File: config.mk
export PLATFORM = sky130hd
export DESIGN_NAME = led_pattern_gen
export DESIGN_NICKNAME = d
export VERILOG_FILES = /design/src/rtl/led_pkg.sv /design/src/rtl/led_pattern_gen_step_tick.sv /design/src/rtl/led_pattern_gen.sv
export SDC_FILE = /design/constraint.sdc
export NUM_CORES = 1
export LEC_CHECK = 0
export ABC_AREA = 0
export BUFFER_PORTS_ARGS = -buffer_cell sky130_fd_sc_hd__buf_4
export CAP_MARGIN = 30
export CORE_UTILIZATION = 59
export CTS_CLUSTER_DIAMETER = 60
export DETAILED_ROUTE_END_ITERATION = 8
export PLACE_DENSITY_LB_ADDON = 0.05
export SLEW_MARGIN = 0
export SYNTH_ARGS = -nofsm -noshare
export SYNTH_HDL_FRONTEND = slang
export SYNTH_SLANG_ARGS = --single-unit
File: constraint.sdc
create_clock -name clk_in -period 3.58 [get_ports clk_in]
set_clock_uncertainty 0.05 [all_clocks]
set_input_delay 0.537 -clock clk_in [delete_from_list [all_inputs] [get_ports clk_in]]
set_output_delay 0.537 -clock clk_in [all_outputs]
set_load 0.02 [all_outputs]
File: src/rtl/led_pkg.sv
// Shared encodings and default step lengths for the LED pattern engine.
package led_pkg;

  typedef enum logic [1:0] {
    MODE_ROR    = 2'b00,
    MODE_ROL    = 2'b01,
    MODE_SWEEP  = 2'b10,
    MODE_BOUNCE = 2'b11
  } mode_e;

  typedef enum logic {
    LEFT  = 1'b0,
    RIGHT = 1'b1
  } dir_e;

  // Step lengths in clk_in cycles at 5 MHz.
  localparam int STEP0_DEF = 1_000_000;
  localparam int STEP1_DEF = 1_750_000;
  localparam int STEP2_DEF = 2_500_000;
  localparam int STEP3_DEF = 5_000_000;

endpackage

File: src/rtl/led_pattern_gen_step_tick.sv
// Speed-selectable step divider; a speed change restarts the count from zero.
module step_tick #(
  parameter int CNT_W = 23,
  parameter int STEP0 = 1_000_000,
  parameter int STEP1 = 1_750_000,
  parameter int STEP2 = 2_500_000,
  parameter int STEP3 = 5_000_000
) (
  input  logic       clk_in,
  input  logic       rst_n,
  input  logic [1:0] speed,
  input  logic       run,
  output logic       tick
);

  logic [CNT_W-1:0] cnt;
  logic [CNT_W-1:0] sel_last;
  logic [1:0]       prev_speed;
  logic             speed_chg;

  always_comb begin
    sel_last = CNT_W'(STEP0 - 1);
    case (speed)
      2'd0: sel_last = CNT_W'(STEP0 - 1);
      2'd1: sel_last = CNT_W'(STEP1 - 1);
      2'd2: sel_last = CNT_W'(STEP2 - 1);
      2'd3: sel_last = CNT_W'(STEP3 - 1);
      default: sel_last = CNT_W'(STEP0 - 1);
    endcase
  end

  assign speed_chg = (speed != prev_speed);
  // Tick is decoded from the current count so the pattern updates on the same edge.
  assign tick      = run && !speed_chg && (cnt == sel_last);

  always_ff @(posedge clk_in) begin
    if (!rst_n) begin
      cnt        <= '0;
      prev_speed <= speed;
    end else begin
      prev_speed <= speed;
      if (speed_chg || tick) begin
        cnt <= '0;
      end else if (run) begin
        cnt <= cnt + CNT_W'(1);
      end
    end
  end

endmodule

File: src/rtl/led_pattern_gen.sv
// LED pattern engine: rotate, toggle-sweep and bounce patterns advanced by step_tick.
module led_pattern_gen
  import led_pkg::*;
#(
  parameter int N_LED = 4,
  parameter int CNT_W = 23,
  parameter int STEP0 = STEP0_DEF,
  parameter int STEP1 = STEP1_DEF,
  parameter int STEP2 = STEP2_DEF,
  parameter int STEP3 = STEP3_DEF
) (
  input  logic             clk_in,
  input  logic             rst_n,
  input  logic [1:0]       mode,
  input  logic [1:0]       speed,
  input  logic             run,
  output logic [N_LED-1:0] led,
  output logic             step_o
);

  localparam int IDX_W = (N_LED > 1) ? $clog2(N_LED) : 1;
  localparam logic [IDX_W-1:0] IDX_LAST = IDX_W'(N_LED - 1);
  localparam logic [N_LED-1:0] LED_ONE  = N_LED'(1);

  logic             tick;
  logic [IDX_W-1:0] idx, idx_cur, idx_nxt;
  dir_e             dir, dir_cur, dir_nxt;
  logic [1:0]       prev_mode;
  logic             mode_chg;
  logic [N_LED-1:0] led_nxt;

  step_tick #(
    .CNT_W (CNT_W),
    .STEP0 (STEP0),
    .STEP1 (STEP1),
    .STEP2 (STEP2),
    .STEP3 (STEP3)
  ) u_step_tick (
    .clk_in (clk_in),
    .rst_n  (rst_n),
    .speed  (speed),
    .run    (run),
    .tick   (tick)
  );

  assign mode_chg = (mode != prev_mode);
  // A mode change re-arms sweep/bounce state before any coincident tick uses it.
  assign idx_cur  = mode_chg ? IDX_LAST : idx;
  assign dir_cur  = mode_chg ? LEFT : dir;

  always_comb begin
    led_nxt = led;
    idx_nxt = idx_cur;
    dir_nxt = dir_cur;
    if (tick) begin
      case (mode_e'(mode))
        MODE_ROR: led_nxt = {led[0], led[N_LED-1:1]};
        MODE_ROL: led_nxt = {led[N_LED-2:0], led[N_LED-1]};
        MODE_SWEEP: begin
          led_nxt = led ^ (LED_ONE << idx_cur);
          idx_nxt = (idx_cur == '0) ? IDX_LAST : idx_cur - IDX_W'(1);
        end
        MODE_BOUNCE: begin
          if (led == '0) begin
            led_nxt = LED_ONE;
            dir_nxt = LEFT;
          end else if (dir_cur == LEFT) begin
            if (led[N_LED-1]) begin
              dir_nxt = RIGHT;
              led_nxt = led >> 1;
            end else begin
              led_nxt = led << 1;
            end
          end else begin
            if (led[0]) begin
              dir_nxt = LEFT;
              led_nxt = led << 1;
            end else begin
              led_nxt = led >> 1;
            end
          end
        end
        default: led_nxt = led;
      endcase
    end
  end

  always_ff @(posedge clk_in) begin
    if (!rst_n) begin
      led       <= LED_ONE;
      step_o    <= 1'b0;
      idx       <= IDX_LAST;
      dir       <= LEFT;
      prev_mode <= mode;
    end else begin
      led       <= led_nxt;
      step_o    <= tick;
      idx       <= idx_nxt;
      dir       <= dir_nxt;
      prev_mode <= mode;
    end
  end

endmodule
Word level (Yosys, flattened, before mapping)
Index checks and enable logic that the tools add are counted.
{"block": "totals", "regBits": 35, "inputBits": 7, "output_inout_bits": 5, "word_cells": 47}
{"block": "classes", "add_sub_neg": 2, "n_eq_ne": 9, "shift": 1, "mux": 17, "bitwise_logic": 2, "reduce_logical": 9}
{"operator": "one-hot mux 23 bit (4 select lines)", "count": 1}
{"operator": "adder 23 x 1 -> 23 bit, second input constant", "count": 1}
{"operator": "== test 23 bit", "count": 1}
{"operator": "2-to-1 mux 4 bit", "count": 4}
{"operator": "one-hot mux 4 bit (4 select lines)", "count": 1}
{"operator": "== test 2 bit, second input constant", "count": 4}
{"operator": "2-to-1 mux 2 bit", "count": 4}
{"operator": "2-to-1 mux 1 bit", "count": 7}
{"operator": "logical NOT 2 bit", "count": 3}
{"operator": "== test 2 x 1 -> 1 bit, second input constant", "count": 2}
{"operator": "logical NOT 4 bit", "count": 1}
{"operator": "inequality test 2 bit", "count": 2}
{"operator": "left shift 1 x 2 -> 4 bit, first input constant", "count": 1}
{"operator": "bitwise XOR 4 bit", "count": 1}
{"operator": "logical AND 1 bit", "count": 2}
{"operator": "OR reduction 2 bit", "count": 1}
{"operator": "subtractor 2 x 1 -> 2 bit, second input constant", "count": 1}
{"operator": "logical NOT 1 bit", "count": 1}
{"operator": "logical OR 1 bit", "count": 1}
{"operator": "NOT 1 bit", "count": 1}

Depth between registers and ports, before layout
{"block": "depth", "ltp_word": 6, "mapped_depth": 8, "mapped_depth_nobuf": 7}

Modules after synthesis
Synthesis repeated with hierarchy kept, for this count alone.
{"block": "hier_totals", "cells_unflattened": 241, "area_unflattened_um2": 2000.7}
{"module": "step_tick", "n_inst": 1, "cells_each": 154, "area_per_inst_um2": 1345.0, "seq_area_each_um2": 500.5}
{"module": "led_pattern_gen", "n_inst": 1, "cells_each": 87, "area_per_inst_um2": 655.6, "seq_area_each_um2": 200.2}

Worst setup path after synthesis
OpenSTA, ideal clock, no wires.
{"block": "synth_path", "kind": "input to register", "start": "in speed[0]", "end": "reg led[0]", "setup_time_ps": 120, "arrival_time_ps": 2344, "required_time_ps": 3410, "path_slack_ps": 1066, "stages": 7, "path_buffers": 0, "cell_sequence": "inv_1 > ha_1 > or4b_1 > a222oi_1 > nand2_2 > or2_4 > a211o_1"}
{"block": "synth_between", "elab_chain_len": 4, "elab_cells_between_ends": 10, "cone_classes": "eq/ne: 5; mux: 1; reduce/logical: 4"}
{"element": "start, declared", "line": "led_pattern_gen.sv:15", "text": "input logic [1:0] speed,"}
{"element": "== test 2 bit (tied with other cells)", "line": "led_pattern_gen_step_tick.sv:23", "text": "case (speed)"}
{"element": "one-hot mux 23 bit (4 select lines) / logical NOT 1 bit (equally long branches)", "line": "led_pattern_gen_step_tick.sv:23, led_pattern_gen_step_tick.sv:34"}
{"element": "== test 23 bit / logical AND 1 bit (equally long branches)", "line": "led_pattern_gen_step_tick.sv:34", "text": "assign tick = run && !speed_chg && (cnt == sel_last);"}
{"element": "logical AND 1 bit (*)", "line": "led_pattern_gen_step_tick.sv:34"}
{"element": "end signal, assigned", "line": "led_pattern_gen.sv:96", "text": "led <= led_nxt;"}
{"element": "end, declared", "line": "led_pattern_gen.sv:17", "text": "output logic [N_LED-1:0] led,"}
Mark *: on every way between the ends. The rest lies on a longest branch, timed or not. The select of a mux whose other input is x is not followed.
A chain may end at the register's enable or synchronous reset.

Worst setup path in the final report
Ends and elaborated chain as after synthesis.

==> impl_metrics.yaml <==
floorplanning:
  initial_util_pct: 62.8
  io_pins: 12
  die_h_um: 62.0
  placeableCoreArea_um2: 3390
  fp.dieArea_um2: 3850
  die_width_um: 62.0
  placementRows: 21
yosys:
  yosysWarningCount: 0
  synthDistinctLibCells: 55
  synthXorXnorAreaFrac_pct: 11.9
  synth_top_flop_cell: "sky130_fd_sc_hd__dfxtp_1"
  synthTopCellsByArea: "sky130_fd_sc_hd__dfxtp_1 (33%), sky130_fd_sc_hd__xor2_1 (6.6%), sky130_fd_sc_hd__nor2_1 (6.0%)"
  post_synth_fa_ha_maj_area_fraction_pct: 3.53
  synth.yosys.seq_area_share_pct: 32.9
  postSynthAreaPerCell_um2: 8.24
  async_reset_ff_share_pct: 0
  synth_top_cell_by_area: "sky130_fd_sc_hd__dfxtp_1"
  synth_compound_area_share_pct: 12.7
  netlist_instances: 258
  multiplexer_fraction_of_the_synthesized_cell_area_pct: 1.88
  synthSimpleGateAreaFrac_pct: 33.2
  synth_enable_flop_cells: 0
  synth.net_count: 271
  synth.ff_latch_count: 35
  post_synth_most_frequent_cells: "sky130_fd_sc_hd__dfxtp_1 (35), sky130_fd_sc_hd__nor2_1 (34), sky130_fd_sc_hd__xor2_1 (16)"
  yosys.cell_count.top_type: "sky130_fd_sc_hd__dfxtp_1"
  netlist_area_before_placement_um2: 2130
  netlist.area_leader.share_pct: 32.9
  largest_family_of_logic_cells_by_synthesized_area: "simple AND/OR/NAND/NOR gates"
drt:
  drt-pass1-iter-count: 4
  ant_nets: 0
  avgRoutedWirePerCell_um: 15.0
  route.final.wire_length_mm: 4.68
  drt-vias-per-instance: 5.98
  drt-initial-drc-count: 177
  vias: 1860
  drt_drc_violations_left: 0
timing:
  worst_pin_slew_ns: 0.723
  setup_repair_after_global_routing_missed_its_margin: "false"
  period_minus_slack_ns: 2.45
  fmaxAchievable_mhz: 408
  setup_viol_count_final: 0
  setup_tns_ns: 0
  timing.slew.headroom_pct: 51.6
  final_hold_vios: 0
  min_period_over_period_pct: 68.4
  drv_slew: 0
power_and_ir_drop:
  cell_internal_pwr_w: 0.000526
  power.net_switching_w: 0.000166
  power_w: 0.000692
  p_per_area_nw_per_um2: 302
  irDropWorstVdd_uv: 243
  seq_power_share_pct: 57.0
  power.share.combinational_pct: 7.8
  power.share.switching_pct: 24.0
  cellLeakagePower_nw: 0.782
  share_of_power_burned_in_the_clock_network_pct: 35.2
worst_setup_path:
  timing.setup.critical_path_class: "in -> reg"
  cp.arrival_ns: 2.64
  regToRegStartpoint: "u_step_tick.cnt[0]$_SDFFE_PP0P_"
  critical_path.max_fanout: 8
  crit_path_end_kind: "register"
  worst_setup_sp: "speed[0]"
  setup.worst_path.start_class: "input pin"
  timing.critical_path.required_ns: 3.77
global_routing:
  gr-usage-all-layers_pct: 27.2
  grtUsageMet3_pct: 8.28
  grt_max_degree: 24
  grt_use_met1_pct: 30.2
  globalRouteMet2Util_pct: 47.3
  grt_first_pass_wirelength_mm: 7.47
  antenna_violations_before_repair: 0
  grt.overflow.total: 0
  via_count_of_the_first_global_routing_pass: 1599
  grt_busiest_layer: "met2"
clock_network:
  clockBufferDepth: 2
  cts_made_buffers: 5
  cts_tree: "done"
  post-cts-setup-buffer-count: 0
  clock_latency_ns: 0.34
  cts.hold.buffers_added: 0
  cts-root-buf: "sky130_fd_sc_hd__clkbuf_4"
  ctsHtreeMaxLevel: 2
  clock_sinks: 35
  worst_setup_hold_path_clk_slew_ns: 0.11
  cts_resized: 0
finish:
  drive_gt1_share_pct: 9.81
  n_fill_cell: 311
  fin_nets: 277
  final_cell_count_no_fill: 311
  antenna_cells: 0
  areaGrowthSynthToFinish_pct: 7.76
placement:
  port_buffers: 11
  detailed_place_hpwl_mm: 3.38
  place.gp.congestion: 0.900
  placed_cells_incl_taps: 303
status:
  run_status: "complete, no violations"
worst_hold_path:
  min_from: "speed[1]"
  worstHoldPathType: "in -> reg"
job:
  max_cap_viol_count: 0
-- cell families (layout without fill, tap and decap cells) --
kind of cell    after synthesis  after routing
compound gates               37             37
mux                           4              4
xor+xnor                     29             29
flops                        35             35
buf+inv                      21             28
fa+ha+maj                     6              6
simple gates                126            126
-- worst paths after layout --
check	end	slack, ns	depth (start not counted)
max reg2reg	led[0]$_SDFFE_PN1N_	1.33	6
min	u_step_tick.prev_speed[1]$_DFF_P_	0.29	1
max	led[0]$_SDFFE_PN1N_	1.13	8
min reg2reg	u_step_tick.cnt[22]$_SDFFE_PP0P_	0.50	2
-- critical path, stage by stage --
cell and delay (ns):
sky130_fd_sc_hd__buf_4 0.12, sky130_fd_sc_hd__inv_1 0.06, sky130_fd_sc_hd__ha_1 0.30, sky130_fd_sc_hd__or4b_1 0.49, sky130_fd_sc_hd__a222oi_1 0.37, sky130_fd_sc_hd__nand2_2 0.18
sky130_fd_sc_hd__or2_4 0.29, sky130_fd_sc_hd__a211o_1 0.29
-- layout make-up --
class | count | area, µm² | area share, %
Clock buffer | 8 | 68.8 | 3.00
Inverter | 8 | 30.0 | 1.31
Multi-Input combinational cell | 202 | 1350 | 58.7
Sequential cell | 35 | 701 | 30.6
Tap cell | 46 | 57.6 | 2.51
Timing Repair Buffer | 12 | 90.1 | 3.93
-- flip-flops by register name (all words and copies together), names as in the netlist --
register / count
dir: 1
idx: 2
led: 4
prev_mode: 2
step_o: 1
u_step_tick.cnt: 23
u_step_tick.prev_speed: 2
-- through the flow --
stage / worst slack (ns) / area (µm²) / hold slack, ns / util [%]
after floorplan: 1.07 / 2130 / 0.444 / -
after global placement: 0.849 / 2220 / 0.472 / 65.6
after detailed placement: 0.779 / 2220 / 0.476 / 65.6
after CTS: 1.15 / 2290 / 0.280 / 67.6
after global routing: 1.07 / 2290 / 0.277 / 67.6
final: 1.13 / 2290 / 0.288 / 67.6
-- layout by cell type, fill, tap and decap left out, types with 4 or more instances in the layout --
cell type / Yosys / layout
sky130_fd_sc_hd__nor2_1: 34 / 34
sky130_fd_sc_hd__nor4_1: 5 / 5
sky130_fd_sc_hd__dfxtp_1: 35 / 35
sky130_fd_sc_hd__nand2_1: 13 / 13
sky130_fd_sc_hd__nand4_1: 11 / 11
sky130_fd_sc_hd__nor3_1: 11 / 11
sky130_fd_sc_hd__xnor2_1: 13 / 13
sky130_fd_sc_hd__mux2i_1: 4 / 4
sky130_fd_sc_hd__o21ai_0: 5 / 5
sky130_fd_sc_hd__nand3_1: 10 / 10
sky130_fd_sc_hd__and2_1: 4 / 4
sky130_fd_sc_hd__buf_4: 0 / 12
sky130_fd_sc_hd__inv_1: 8 / 8
sky130_fd_sc_hd__and3_1: 5 / 5
sky130_fd_sc_hd__a21oi_1: 6 / 6
sky130_fd_sc_hd__xor2_1: 16 / 16
sky130_fd_sc_hd__ha_1: 6 / 6
sky130_fd_sc_hd__clkbuf_4: 0 / 5
sky130_fd_sc_hd__and4_1: 4 / 4
-- layer usage --
layer / vias up / share of wire, %
met2: 35 / 52
met5: - / 0
li1: 953 / -
met1: 865 / 44
met3: 7 / 3.4
met4: 0 / 1.5
-- power groups by stage --
| stage | clock [W] | combinational [W] | sequential [W] |
|---|---|---|---|
| final | 0.000243 | 0.0000539 | 0.000395 |
| after global routing | 0.000266 | 0.0000602 | 0.000395 |
| after CTS | 0.000251 | 0.0000537 | 0.000395 |
| after detailed placement | 0 | 0.0000536 | 0.000404 |
| after global placement | 0 | 0.0000533 | 0.000404 |
| after floorplan | 0 | 0.0000366 | 0.000403 |
No activity file was read; power rests on OpenSTA's default activity.
